--- src/rtl/stopwatch_pkg.sv ---
// rtl/stopwatch_pkg.sv - shared stopwatch mode encodings, button indices and event priority
package stopwatch_pkg;

  typedef enum logic [2:0] {
    ST_RESET = 3'b001,
    ST_COUNT = 3'b010,
    ST_PAUSE = 3'b011,
    ST_STOP  = 3'b100
  } state_t;

  typedef enum logic [2:0] {
    EV_NONE,
    EV_COUNT,
    EV_PAUSE,
    EV_STOP,
    EV_RESET
  } event_t;

  localparam int DEBOUNCE_CYCLES_DEFAULT = 500000;

  localparam int BTN_START = 0;
  localparam int BTN_COUNT = 1;
  localparam int BTN_PAUSE = 2;
  localparam int BTN_STOP  = 3;
  localparam int BTN_RESET = 4;
  localparam int NUM_BTNS  = 5;

  // Only the strongest simultaneous press is acted on: Reset > Stop > Pause > Count.
  function automatic event_t prio_event(input logic [NUM_BTNS-1:0] press);
    if (press[BTN_RESET])      return EV_RESET;
    else if (press[BTN_STOP])  return EV_STOP;
    else if (press[BTN_PAUSE]) return EV_PAUSE;
    else if (press[BTN_COUNT]) return EV_COUNT;
    else                       return EV_NONE;
  endfunction

endpackage

--- src/rtl/stopwatch_button_fsm_if.sv ---
// rtl/stopwatch_button_fsm_if.sv - raw board buttons in, stopwatch mode code out
interface stopwatch_button_fsm_if;

  logic       ButtonStart;
  logic       ButtonReset;
  logic       ButtonCount;
  logic       ButtonPause;
  logic       ButtonStop;
  logic [2:0] state;
  logic       state_changed;

  modport master (
    output ButtonStart, ButtonReset, ButtonCount, ButtonPause, ButtonStop,
    input  state, state_changed
  );

  modport slave (
    input  ButtonStart, ButtonReset, ButtonCount, ButtonPause, ButtonStop,
    output state, state_changed
  );

endinterface

--- src/rtl/button_debounce.sv ---
// rtl/button_debounce.sv - 2-flop synchronizer, stability counter, debounced level and rise pulse
module button_debounce
  import stopwatch_pkg::*;
#(
  parameter int DEBOUNCE_CYCLES = DEBOUNCE_CYCLES_DEFAULT
) (
  input  logic i_clk,
  input  logic i_rst,
  input  logic i_raw,
  output logic o_level,
  output logic o_rise
);

  localparam int CW = (DEBOUNCE_CYCLES > 2) ? $clog2(DEBOUNCE_CYCLES) : 1;
  localparam logic [CW-1:0] TERM = CW'(DEBOUNCE_CYCLES - 1);

  logic          r_sync1;
  logic          r_sync2;
  logic          r_level;
  logic          r_level_d;
  logic          r_rise;
  logic [CW-1:0] r_cnt;

  // The counter only runs while the synchronized input disagrees with the
  // debounced level, so any bounce back restarts the stability window.
  always_ff @(posedge i_clk) begin
    if (i_rst) begin
      r_sync1   <= 1'b0;
      r_sync2   <= 1'b0;
      r_level   <= 1'b0;
      r_level_d <= 1'b0;
      r_rise    <= 1'b0;
      r_cnt     <= '0;
    end else begin
      r_sync1   <= i_raw;
      r_sync2   <= r_sync1;
      r_level_d <= r_level;
      r_rise    <= r_level & ~r_level_d;
      if (r_sync2 == r_level) begin
        r_cnt <= '0;
      end else if (r_cnt == TERM) begin
        r_level <= r_sync2;
        r_cnt   <= '0;
      end else begin
        r_cnt <= r_cnt + 1'b1;
      end
    end
  end

  assign o_level = r_level;
  assign o_rise  = r_rise;

endmodule

--- src/rtl/stopwatch_button_fsm.sv ---
// rtl/stopwatch_button_fsm.sv - debounced button front end and stopwatch mode state machine
module stopwatch_button_fsm
  import stopwatch_pkg::*;
#(
  parameter int DEBOUNCE_CYCLES = DEBOUNCE_CYCLES_DEFAULT
) (
  input  logic                   clk,
  input  logic                   rst,
  stopwatch_button_fsm_if.slave  bus
);

  logic [NUM_BTNS-1:0] w_raw;
  logic [NUM_BTNS-1:0] w_level;
  logic [NUM_BTNS-1:0] w_rise;
  logic                w_enable;
  logic                w_unused;
  event_t              w_event;
  state_t              w_next;
  state_t              r_state;
  logic                r_changed;

  assign w_raw[BTN_START] = bus.ButtonStart;
  assign w_raw[BTN_COUNT] = bus.ButtonCount;
  assign w_raw[BTN_PAUSE] = bus.ButtonPause;
  assign w_raw[BTN_STOP]  = bus.ButtonStop;
  assign w_raw[BTN_RESET] = bus.ButtonReset;

  for (genvar g = 0; g < NUM_BTNS; g++) begin : g_btn
    button_debounce #(
      .DEBOUNCE_CYCLES(DEBOUNCE_CYCLES)
    ) u_db (
      .i_clk   (clk),
      .i_rst   (rst),
      .i_raw   (w_raw[g]),
      .o_level (w_level[g]),
      .o_rise  (w_rise[g])
    );
  end

  // Start is a run-enable level switch; only the push-buttons are edge events.
  assign w_enable = w_level[BTN_START];
  assign w_event  = prio_event(w_rise);
  assign w_unused = ^w_level[NUM_BTNS-1:1];

  always_comb begin
    w_next = r_state;
    if (!w_enable) begin
      w_next = ST_RESET;
    end else begin
      case (r_state)
        ST_RESET: begin
          if (w_event == EV_COUNT) w_next = ST_COUNT;
        end
        ST_COUNT: begin
          case (w_event)
            EV_PAUSE: w_next = ST_PAUSE;
            EV_STOP:  w_next = ST_STOP;
            EV_RESET: w_next = ST_RESET;
            default:  w_next = r_state;
          endcase
        end
        ST_PAUSE: begin
          case (w_event)
            EV_COUNT: w_next = ST_COUNT;
            EV_PAUSE: w_next = ST_COUNT;
            EV_STOP:  w_next = ST_STOP;
            EV_RESET: w_next = ST_RESET;
            default:  w_next = r_state;
          endcase
        end
        ST_STOP: begin
          if (w_event == EV_RESET) w_next = ST_RESET;
        end
        default: w_next = ST_RESET;
      endcase
    end
  end

  always_ff @(posedge clk) begin
    if (rst) begin
      r_state   <= ST_RESET;
      r_changed <= 1'b0;
    end else begin
      r_state   <= w_next;
      r_changed <= (w_next != r_state);
    end
  end

  assign bus.state         = r_state;
  assign bus.state_changed = r_changed;

endmodule

--- src/flat_wrapper.sv ---
// flat-port wrapper written by rule: the top's interface ports become plain ports
module stopwatch_button_fsm_flat import stopwatch_pkg::*;
#(
  parameter int DEBOUNCE_CYCLES = DEBOUNCE_CYCLES_DEFAULT
)
  (clk, rst, bus_ButtonStart, bus_ButtonReset, bus_ButtonCount, bus_ButtonPause, bus_ButtonStop, bus_state, bus_state_changed);
  stopwatch_button_fsm_if bus_i ();
  input  logic clk;
  input  logic rst;
  input wire logic [$bits(bus_i.ButtonStart)-1:0] bus_ButtonStart;
  input wire logic [$bits(bus_i.ButtonReset)-1:0] bus_ButtonReset;
  input wire logic [$bits(bus_i.ButtonCount)-1:0] bus_ButtonCount;
  input wire logic [$bits(bus_i.ButtonPause)-1:0] bus_ButtonPause;
  input wire logic [$bits(bus_i.ButtonStop)-1:0] bus_ButtonStop;
  output wire logic [$bits(bus_i.state)-1:0] bus_state;
  output wire logic [$bits(bus_i.state_changed)-1:0] bus_state_changed;
  assign bus_i.ButtonStart = bus_ButtonStart;
  assign bus_i.ButtonReset = bus_ButtonReset;
  assign bus_i.ButtonCount = bus_ButtonCount;
  assign bus_i.ButtonPause = bus_ButtonPause;
  assign bus_i.ButtonStop = bus_ButtonStop;
  assign bus_state = bus_i.state;
  assign bus_state_changed = bus_i.state_changed;
  stopwatch_button_fsm #(.DEBOUNCE_CYCLES(DEBOUNCE_CYCLES)) u_core (.clk(clk), .rst(rst), .bus(bus_i));
endmodule
--- config.mk ---
export PLATFORM = sky130hd
export DESIGN_NAME = stopwatch_button_fsm_flat
export DESIGN_NICKNAME = d
export VERILOG_FILES = /design/src/rtl/stopwatch_pkg.sv /design/src/rtl/stopwatch_button_fsm_if.sv /design/src/rtl/button_debounce.sv /design/src/rtl/stopwatch_button_fsm.sv /design/src/flat_wrapper.sv
export SDC_FILE = /design/constraint.sdc
export NUM_CORES = 1
export LEC_CHECK = 0
export ABC_AREA = 0
export CAP_MARGIN = 25
export CORE_MARGIN = 2
export CORE_UTILIZATION = 60
export DETAILED_ROUTE_END_ITERATION = 10
export GPL_ROUTABILITY_DRIVEN = 0
export PLACE_DENSITY = 0.77
export SLEW_MARGIN = 40
export SYNTH_ARGS = -nofsm -noshare
export SYNTH_HDL_FRONTEND = slang
export SYNTH_SLANG_ARGS = --single-unit
--- constraint.sdc ---
create_clock -name clk -period 2.4 [get_ports clk]
set_clock_uncertainty 0.15 [all_clocks]
set_input_delay 0.48 -clock clk [delete_from_list [all_inputs] [get_ports clk]]
set_output_delay 0.48 -clock clk [all_outputs]
set_load 0.005 [all_outputs]
Word-level counts from Yosys, hierarchy flattened
Cells that the tools add are included.
W data, S select, Z words.
Cells by class
  add/subtract/negate cells: 5
  multipliers: 0
  div/mod/pow operators: 0
  magnitude comparators: 0
  equal/unequal tests: 19
  shifts and indexed selects: 0
  muxes and demuxes: 10
  bitwise gates (word level): 13
  reduce and logical (&&, ||, !) cells: 11
Operators with widths (count)
  $add A19 B1 Y19 const B: 5
  $eq A19 B19 Y1 const B: 5
  $mux W3: 6
  $pmux W3 S3: 2
  $reduce_or A3 Y1: 5
  $eq A3 B2 Y1 const B: 4
  $pmux W3 S4: 1
  $reduce_and A2 Y1: 5
  $not A1 Y1: 9
  $eq A3 B1 Y1 const B: 2
  $eq A3 B3 Y1 const B: 2
  $eq A1 B1 Y1: 5
  $and A1 B1 Y1: 4
  $ne A3 B3 Y1: 1
  $reduce_or A2 Y1: 1
  $mux W1: 1
Word-level totals
  flip-flop bits (word level): 122
  latch bits: 0
  bits in writable memories: 0
  ROM bits: 0
  input bits: 7
  output and inout bits: 4
  logic and storage cells: 88
  memories kept: 0

Depth between registers and ports, before layout
Gate-level depths: netlist of the first run.
  word-level depth: 10
  depth in mapped cells: 8
  mapped depth without buffers: 5

Hierarchy
Synthesis of the first run repeated with hierarchy kept, for this count alone.
Unflattened totals
  cell total of the unflattened synthesis: 590
  area, all modules: 5363.9 sq um
Modules (own cells, without submodules)
  button_debounce: instances 5, cells an instance 111, area each 1019.7 sq um, seq. area each 480.5 sq um
  stopwatch_button_fsm: instances 1, cells an instance 35, area each 265.3 sq um, seq. area each 80.1 sq um

Least setup slack after synthesis of the first run
OpenSTA, ideal clock, no wires.
  path kind: register to register
  start point: register u_core.g_btn[0].u_db.r_cnt[0]
  end point: register u_core.g_btn[0].u_db.r_cnt[10]
  library setup time: 0.128 ns
  arrival time: 1.763 ns
  required time: 2.122 ns
  path slack: 0.359 ns
  cell stages (with the launch flop): 8
  path buffers: 2
  period minus slack after synthesis: 2.041 ns
  path through: dfxtp_1 -> ha_1 -> and4_1 -> clkbuf_1 -> nand2_1 -> o21bai_1 -> clkbuf_1 -> nor2_1
Between the ends
  cells in the longest elaborated chain, start to end: 2
  elaborated cells between the ends (all ways): 3
  those cells by class: add/sub (1); eq/ne (1); reduce/logical (1)
RTL lines
  start, declared: RTL line button_debounce.sv:22  | logic [CW-1:0] r_cnt;
  start signal, assigned: RTL line button_debounce.sv:45  | r_cnt <= r_cnt + 1'b1;
  parallel branches: the longest is 2 deep, another holds $add A19 B1 Y19
Several ways; the timed one is not identified.
A chain may end at the register's enable or synchronous reset.

Final worst setup path of the first run
  start point: register u_core.r_state[1] (netlist: u_core.bus.state[1])
  end point: output bus_state[1]
RTL lines
  start, declared: RTL line stopwatch_button_fsm.sv:19  | state_t r_state;
  start signal, assigned: RTL line stopwatch_button_fsm.sv:84  | r_state <= w_next;
  end, declared: RTL line flat_wrapper.sv:15  | output wire logic [$bits(bus_i.state)-1:0] bus_state;
No word-level cell between the ends.

==> reports/results.txt, run 1 <==
The relative area change from synthesis to final layout is 15.35%, and the sequential share of the synthesized area is 46.52%. The flow ran to the end, and the final reports show no timing, DRC or antenna violations. The run gives 1520 ps as the arrival time at the worst endpoint. The startpoint identified for the worst register-to-register timing path is u_core.g_btn[2].u_db.r_cnt[6]$_SDFF_PP0_. The number of instances on the worst hold path came out at 1. For this block, the via count after detailed routing is 4,126.

The slowest library cell on the worst path is clkdlybuf4s50_1. For this run the aggregate overflow at the end of global routing stands at 0. After detailed routing, the number of remaining DRC violations is 0. Average cell area after synthesis: 8.929 um2. When the netlist entered floorplanning its net count stood at 600. The final hold violation count is 0, and the synthesized instance count is 588.

11 I/O pins were placed. The region available for standard cell placement spans 8593 um2. For the via count of the first global-routing pass, the log shows 3,930. For the worst-skew pair, the clock arrives at the later sink with an insertion delay of 500 ps.

The proportion of netlist area held by the largest area contributor is 46.52%, and the required arrival time at the worst endpoint is 1770 ps. After synthesis, the share of flip-flops with an asynchronous set or reset is 0%. The number of nets still failing antenna checks after routing was 0; the count of unique library cells instantiated by Yosys was 46. The count of yosys warnings during synthesis was 0. Die footprint: 9514 um2. Measured along the x axis, the die boundary spans 97.54 um. Register bit total from synthesis: 122. TritonCTS built the clock tree. The routed design has 9530 um of wire.

The cell area that synthesis handed to floorplanning was 5250 um2. The worst hold path begins at u_core.g_btn[4].u_db.r_level_d$_SDFF_PP0_. The vias per cell is 5.675, and the maximum number of pins on one net before global-route repair is 29. In this design, the stage delay of the slowest critical-path cell is 550 ps. The path class of the tightest hold or removal check is reg -> reg.

The final count of negative-setup-slack endpoints was 0. Yosys attributes the largest share of cell area to dfxtp_1 47%, xor2_1 6.2%, nor2_1 5.6%. For this run, the top clock speed supported by timing is 465.5 MHz. For hold timing, the worst endpoint is u_core.g_btn[4].u_db.o_rise$_SDFF_PP0_. During placement, the flow inserted port buffers numbering 10. The most used flip-flop cell after synthesis is dfxtp_1. The critical path goes through clkdlybuf4s50_1. The count of buffer and inverter cells on the critical path is 1. Endpoint of the most critical register-to-register path: u_core.g_btn[2].u_db.r_cnt[17]$_SDFF_PP0_. In the final timing run, aggregate negative setup slack is 0 ps. The tools report the DRC violation total after the first TritonRoute iteration as 182. The largest fanout on the critical path works out to 9.

The TritonCTS buffer count was 17. Setup repair after global routing left no endpoint under its margin. Post-CTS repair changed the size of 0 cells. The repair_antennas step left the layout with diodes totalling 0. Power spread over the standard cell area amounts to 750.3 nW/um2. For the pin with the worst max-slew slack, the measured transition is 589.0 ps. The first detailed-routing pass took 5 iterations. The largest area contributor in the synthesized netlist is dfxtp_1. In this run the static leakage power is 1.936 nW.

The logs give 0 for the number of antenna violations at the first check in global routing and 2 for the maximum clock path buffer count. The initial utilization of the core area, before any placement, comes to 61.09%. The kind of cell adding the most delay to the critical path was buffers and inverters. In the layout the commonest cells are 122 x dfxtp_1, 79 x nor2_1, 37 x xor2_1, 36 x nand2_1, 32 x a21oi_1.

The count of flip-flops with a built-in enable after synthesis works out to 0. From bottom edge to top edge, the die measures 97.54 um. After floorplanning, the core was divided into 34 placement rows. The count of maximum capacitance violations was 0; the detailed-route wire length per cell was 13.11 um. Summed over all nets, the half-perimeter wirelength after detailed placement is 6245 um. The post-route netlist has 8.078% of its cells at a drive strength greater than 1. The number of hold-repair buffers added at the cts stage is 0, and the clock-pin slew reported for the worst setup and hold paths after clock tree synthesis is 60 ps. The tree built by TritonCTS fans out to 122 sinks. The tools report the cell at the root of the clock tree as clkbuf_8. The commonest non-fill, non-tap cell in the layout was dfxtp_1. The first global-routing pass estimated 16,800 um of wire. The run gives 4 as the number of H-tree levels. The number of cells traversed by the worst register-to-register path works out to 4.

The worst setup path is launched from a register. The global-route usage over all layers was 21.33%; the clock period minus final worst setup slack was 2148 ps. The share of the cycle needed by the critical path after routing is 89.50%. The setup slack on the worst flop-to-flop path came out at 290 ps.

Endpoint type of the worst setup path: an output pin. Number of slew-limit violations in the final report: 0. The critical path in this run is classified as reg -> out. Summing internal, switching and leakage power gives 4.543 mW. The run gives 60.18% as the relative slew slack.

The tools report the number of nets in the layout as 620. The post-CTS setup repair buffer count is 0, and the largest voltage drop on the vdd net is 0.4974 mV.
layer usage:
| layer | up-vias | part of all wire, % | GRT usage, % |
|---|---|---|---|
| met1 | 1918 | 47 | 25.89 |
| met5 | - | 0 | 0 |
| met2 | 81 | 48 | 36.02 |
| met3 | 14 | 3.4 | 5.108 |
| met4 | 0 | 1.3 | 9.402 |
| li1 | 2113 | - | - |
registers in the layout, indices dropped and copies added (netlist names):
name	count
u_core.bus.state_changed	1
u_core.g_btn.u_db.r_cnt	95
u_core.g_btn.u_db.r_level_d	4
u_core.g_btn.u_db.r_sync2	5
u_core.g_btn.u_db.o_rise	4
u_core.g_btn.u_db.r_sync1	5
u_core.bus.state	3
u_core.g_btn.u_db.o_level	5
stage by stage:
step / hold slack (ps) / util, % / cells / cell area [um2] / worst slack, ps
6_report: 228.0 / 70.47 / 727 / 6056 / 252.0
5_1_grt: 235.7 / 70.47 / 727 / 6056 / 164.2
4_1_cts: 227.8 / 70.47 / 727 / 6056 / 230.9
3_5_place_dp: 221.1 / 63.76 / 697 / 5479 / 317.5
3_3_place_gp: 221.1 / 63.76 / 697 / 5479 / 344.0
2_1_floorplan: 217.4 / - / 588 / 5250 / 359.3
cell type report:
| type | instances | area, um2 |
|---|---|---|
| fillers | 638 | 2537 |
| multi-input cells | 434 | 2676 |
| flip-flops and latches | 122 | 2442 |
| repair buffers | 17 | 165.2 |
| inverters | 16 | 60.06 |
| clock buffers | 23 | 486.7 |
| clock inverters | 7 | 90.09 |
| well taps | 108 | 135.1 |
worst max path at each step:
stage,slack [ps],start,to,depth (start not counted)
final,250,u_core.bus.state[1]$_SDFF_PP0_,bus_state[1],1
after floorplan,360,u_core.g_btn[0].u_db.r_cnt[0]$_SDFF_PP0_,u_core.g_btn[0].u_db.r_cnt[10]$_SDFF_PP0_,7
after global placement,340,rst,u_core.g_btn[3].u_db.o_level$_SDFFE_PP0P_,4
after CTS,230,u_core.bus.state[0]$_SDFF_PP1_,bus_state[0],1
after global routing,160,u_core.g_btn[2].u_db.r_cnt[5]$_SDFF_PP0_,u_core.g_btn[2].u_db.r_cnt[17]$_SDFF_PP0_,4
after detailed placement,320,u_core.g_btn[2].u_db.r_cnt[5]$_SDFF_PP0_,u_core.g_btn[2].u_db.r_cnt[17]$_SDFF_PP0_,4
cell families after synthesis:
family	after synthesis	synth area share, %
compound gates	74	8.413
buf+inv	32	2.502
simple gates	289	30.34
flops	122	46.52
fa+ha+maj	5	1.192
mux	1	0.1907
xor+xnor	65	10.84
synthesized netlist by cell type, drive strengths merged, types with 5 or more instances:
master and n:
dfxtp 122, nor2 79, xor2 37, nand2 36, a21oi 32, nand3 28, xnor2 28, nand4 23
nor2b 19, o21ai 18, or3 18, inv 16, or4 14, and4 12, clkbuf 12, nor3 12
o31ai 12, nor4 11, nand2b 7, nor4b 6, ha 5, or2 5
power breakdown:
part | switching, mW | internal (mW) | total [mW]
Combinational | 0.0268 | 0.0245 | 0.0513
Sequential | 0.00546 | 2.04 | 2.04
Clock | 0.853 | 1.60 | 2.45
Total | 0.885 | 3.66 | 4.54
Power figures use the tool's default switching activity.
==> run 2: changes to the inputs <==
Settings changed: CORE_MARGIN 2 to 1, SKIP_CTS_REPAIR_TIMING set to 1, TNS_END_PERCENT set to 10.
==> run 2 against run 1 <==
  * Clock-buffer cell count shrank 5
  * Critical endpoint is now bus_state[2]
  * Die area shrank 4.1%
  * Utilization grew 2.6 points
  * Setup slack lost 54 ps
  * Sequential cell count is the same
  * Register-to-register slack lost 40 ps
  * Highest routed layer unchanged
  * Clock power grew 7%
  * First-iteration DRC count shrank 15%
==> reports/results.txt, run 2 (same netlist as run 1, synthesis figures left out) <==
The run gives 17 as the TritonCTS buffer count. After detailed routing, the total wire length is 10,230 um. Max-cap violations in this run came to 0. Entering global routing, the biggest net connects 18 pins.

In this run the worst path has a maximum fanout of 9. Static timing analysis puts the maximum clock frequency at 454.2 MHz. Leaving out fill and tap cells, the most frequent cell in the layout is dfxtp_1. The library cells used most frequently in the layout, excluding fill and tap cells, are 122 x dfxtp_1, 79 x nor2_1, 37 x xor2_1, 36 x nand2_1, 32 x a21oi_1. For the required arrival time at the worst endpoint, the log shows 1770 ps. The die is 95.54 um wide.

For this run, the post-layout net count is 622. The worst hold path belongs to the class reg -> reg. Startpoint class of the critical path: a register. In this design, the stage delay of the slowest critical-path cell is 570 ps.

The setup TNS is 0 ps. The setup slack on the worst flop-to-flop path is 250 ps. The run finished with clean final reports.

For the number of slew-limit violations in the final report, the log shows 0. Clock-pin slew was measured on the worst setup and hold paths at 60 ps. Compared with the post-synthesis result, the final layout area differs by 16.04%. Net switching is 20.44% of the power. The count of buffer and inverter cells on the critical path is 1.

The tools report the final hold violation count as 0. The flip-flop count of the largest register after layout works out to 95. The number of sinks driven by the clock tree was 122; the clock period minus final worst setup slack was 2202 ps. The register with the most flip-flops in the final layout is u_core.g_btn.u_db.r_cnt. The endpoint type of the worst setup path was an output pin. In this run the power density over the cells is 774.2 nW/um2. In this run, the number of DRC markers left after iteration 0 of detailed routing was 154.

The start-to-end type of the worst setup path is reg -> out. Once detail routing completed, the nets flagged for antenna violations numbered 0. The signal on the critical path passes through clkdlybuf4s50_1.

Data on the critical path arrives at its endpoint at 1570 ps. The logs give 17,390 um for the wire length of the first global-routing pass and 55.6% for the clock share of power. After layout, the worst path uses 91.74% of the clock period. In this run the core area contains 33 standard-cell rows. The logs give 0 for the number of antenna violations at the first check in global routing and 1.1% for the relative contribution of combinational cells to total power. The wire-length estimate of the detail-placed layout is 6555 um. The tools report the largest voltage drop on the vdd net as 0.4790 mV. The relative slew slack is 55.00%. Power comes to 4.717 mW. The leakage power figure was 1.951 nW; the number of I/O port buffers was 10.

The kind of cell adding the most delay to the critical path is buffers and inverters. In the routed design, unresolved DRC markers number 0. TritonCTS built the clock tree. CTS built an H-tree with a depth of 4. The clock passes through at most 2 buffers.

The repair_antennas step left the layout with diodes totalling 0. The slowest stage of the critical path is the clkdlybuf4s50_1 cell. The die covers 9128 um2.

Of the cells placed in the final design, the portion with a size suffix greater than 1 is 8.668%. The tools report the switching power of the nets as 0.9641 mW. The first detailed-routing pass took 4 iterations. Internal power comes to 3.752 mW.

The tools report the final count of negative-setup-slack endpoints as 0. In the global route stage, overall resource usage came out at 24.50%. For the pin with the worst max-slew slack, the measured transition is 665.6 ps. The overall via count from detail_route was 4,172; the via count of the first global-routing pass was 3,984. Setup repair after global routing left no endpoint under its margin. For the I/O pin total, the log shows 11.

The run gives 62.95% as the initial core utilization. The tree is rooted in a clkbuf_8. In the final routed layout, each cell accounts on average for 14.05 um. The share of total power dissipated in sequential elements is 43.3%. The die is 95.54 um tall. The vias per cell is 5.731. The later-pin clock latency in the skew report is 520 ps, and the remaining global-route overflow is 0.

In this run the standard cell core region covers 8341 um2.
## run 2: cell count changes in the layout (fill, tap and decap cells not counted)
cell and change:
buf_12 -1, buf_4 +3, bufinv_16 +2, clkbuf_8 -5, clkinv_2 -1, clkinv_4 +3, clkinvlp_4 +1, inv_6 +2
## run 2: path summary, 6_finish.rpt
path,from,to,depth (start not counted)
max,u_core.bus.state[2]$_SDFF_PP0_,bus_state[2],1
min,u_core.g_btn[3].u_db.r_level_d$_SDFF_PP0_,u_core.g_btn[3].u_db.o_rise$_SDFF_PP0_,1
max reg2reg,u_core.g_btn[2].u_db.r_cnt[5]$_SDFF_PP0_,u_core.g_btn[2].u_db.r_cnt[17]$_SDFF_PP0_,4
min reg2reg,u_core.g_btn[3].u_db.r_level_d$_SDFF_PP0_,u_core.g_btn[3].u_db.o_rise$_SDFF_PP0_,1
## run 2: metrics by stage
stage / instances / util (%) / instance area (um2) / hold slack (ps) / setup WS (ps)
floorplan: 588 / - / 5250 / 217.4 / 359.3
finish: 728 / 73.04 / 6092 / 231.0 / 198.2
CTS: 728 / 73.04 / 6092 / 234.2 / 188.9
detailed placement: 696 / 65.68 / 5478 / 225.7 / 89.22
global route: 728 / 73.04 / 6092 / 241.0 / 53.97
global placement: 696 / 65.68 / 5478 / 221.3 / 137.3
## run 2: layer usage
layer  part of all wire (%)  routed length [um]  vias to the layer above  global-route usage [%]
met5                      0                   0                        -                       0
met4                    1.4                 146                        0                   8.955
met3                    2.9                 292                       15                   7.097
met2                     50                5062                       40                   41.96
met1                     46                4724                     1990                   29.03
li1                       -                   -                     2127                       -
## run 2: area by class of cell
class,count,area (um2)
multi-input cells,434,2676
clock buffers,18,417.9
well taps,105,131.4
flip-flops and latches,122,2442
clock inverters,14,196.4
inverters,16,60.06
fillers,620,2248
repair buffers,19,167.7
## run 2: power groups by stage
stage,Clock [mW],Combinational [mW],Sequential (mW)
6_report,2.62,0.0514,2.04
5_1_grt,2.76,0.0575,2.04
4_1_cts,2.65,0.0519,2.04
3_5_place_dp,0,0.0509,2.09
3_3_place_gp,0,0.0498,2.09
2_1_floorplan,0,0.0282,2.08
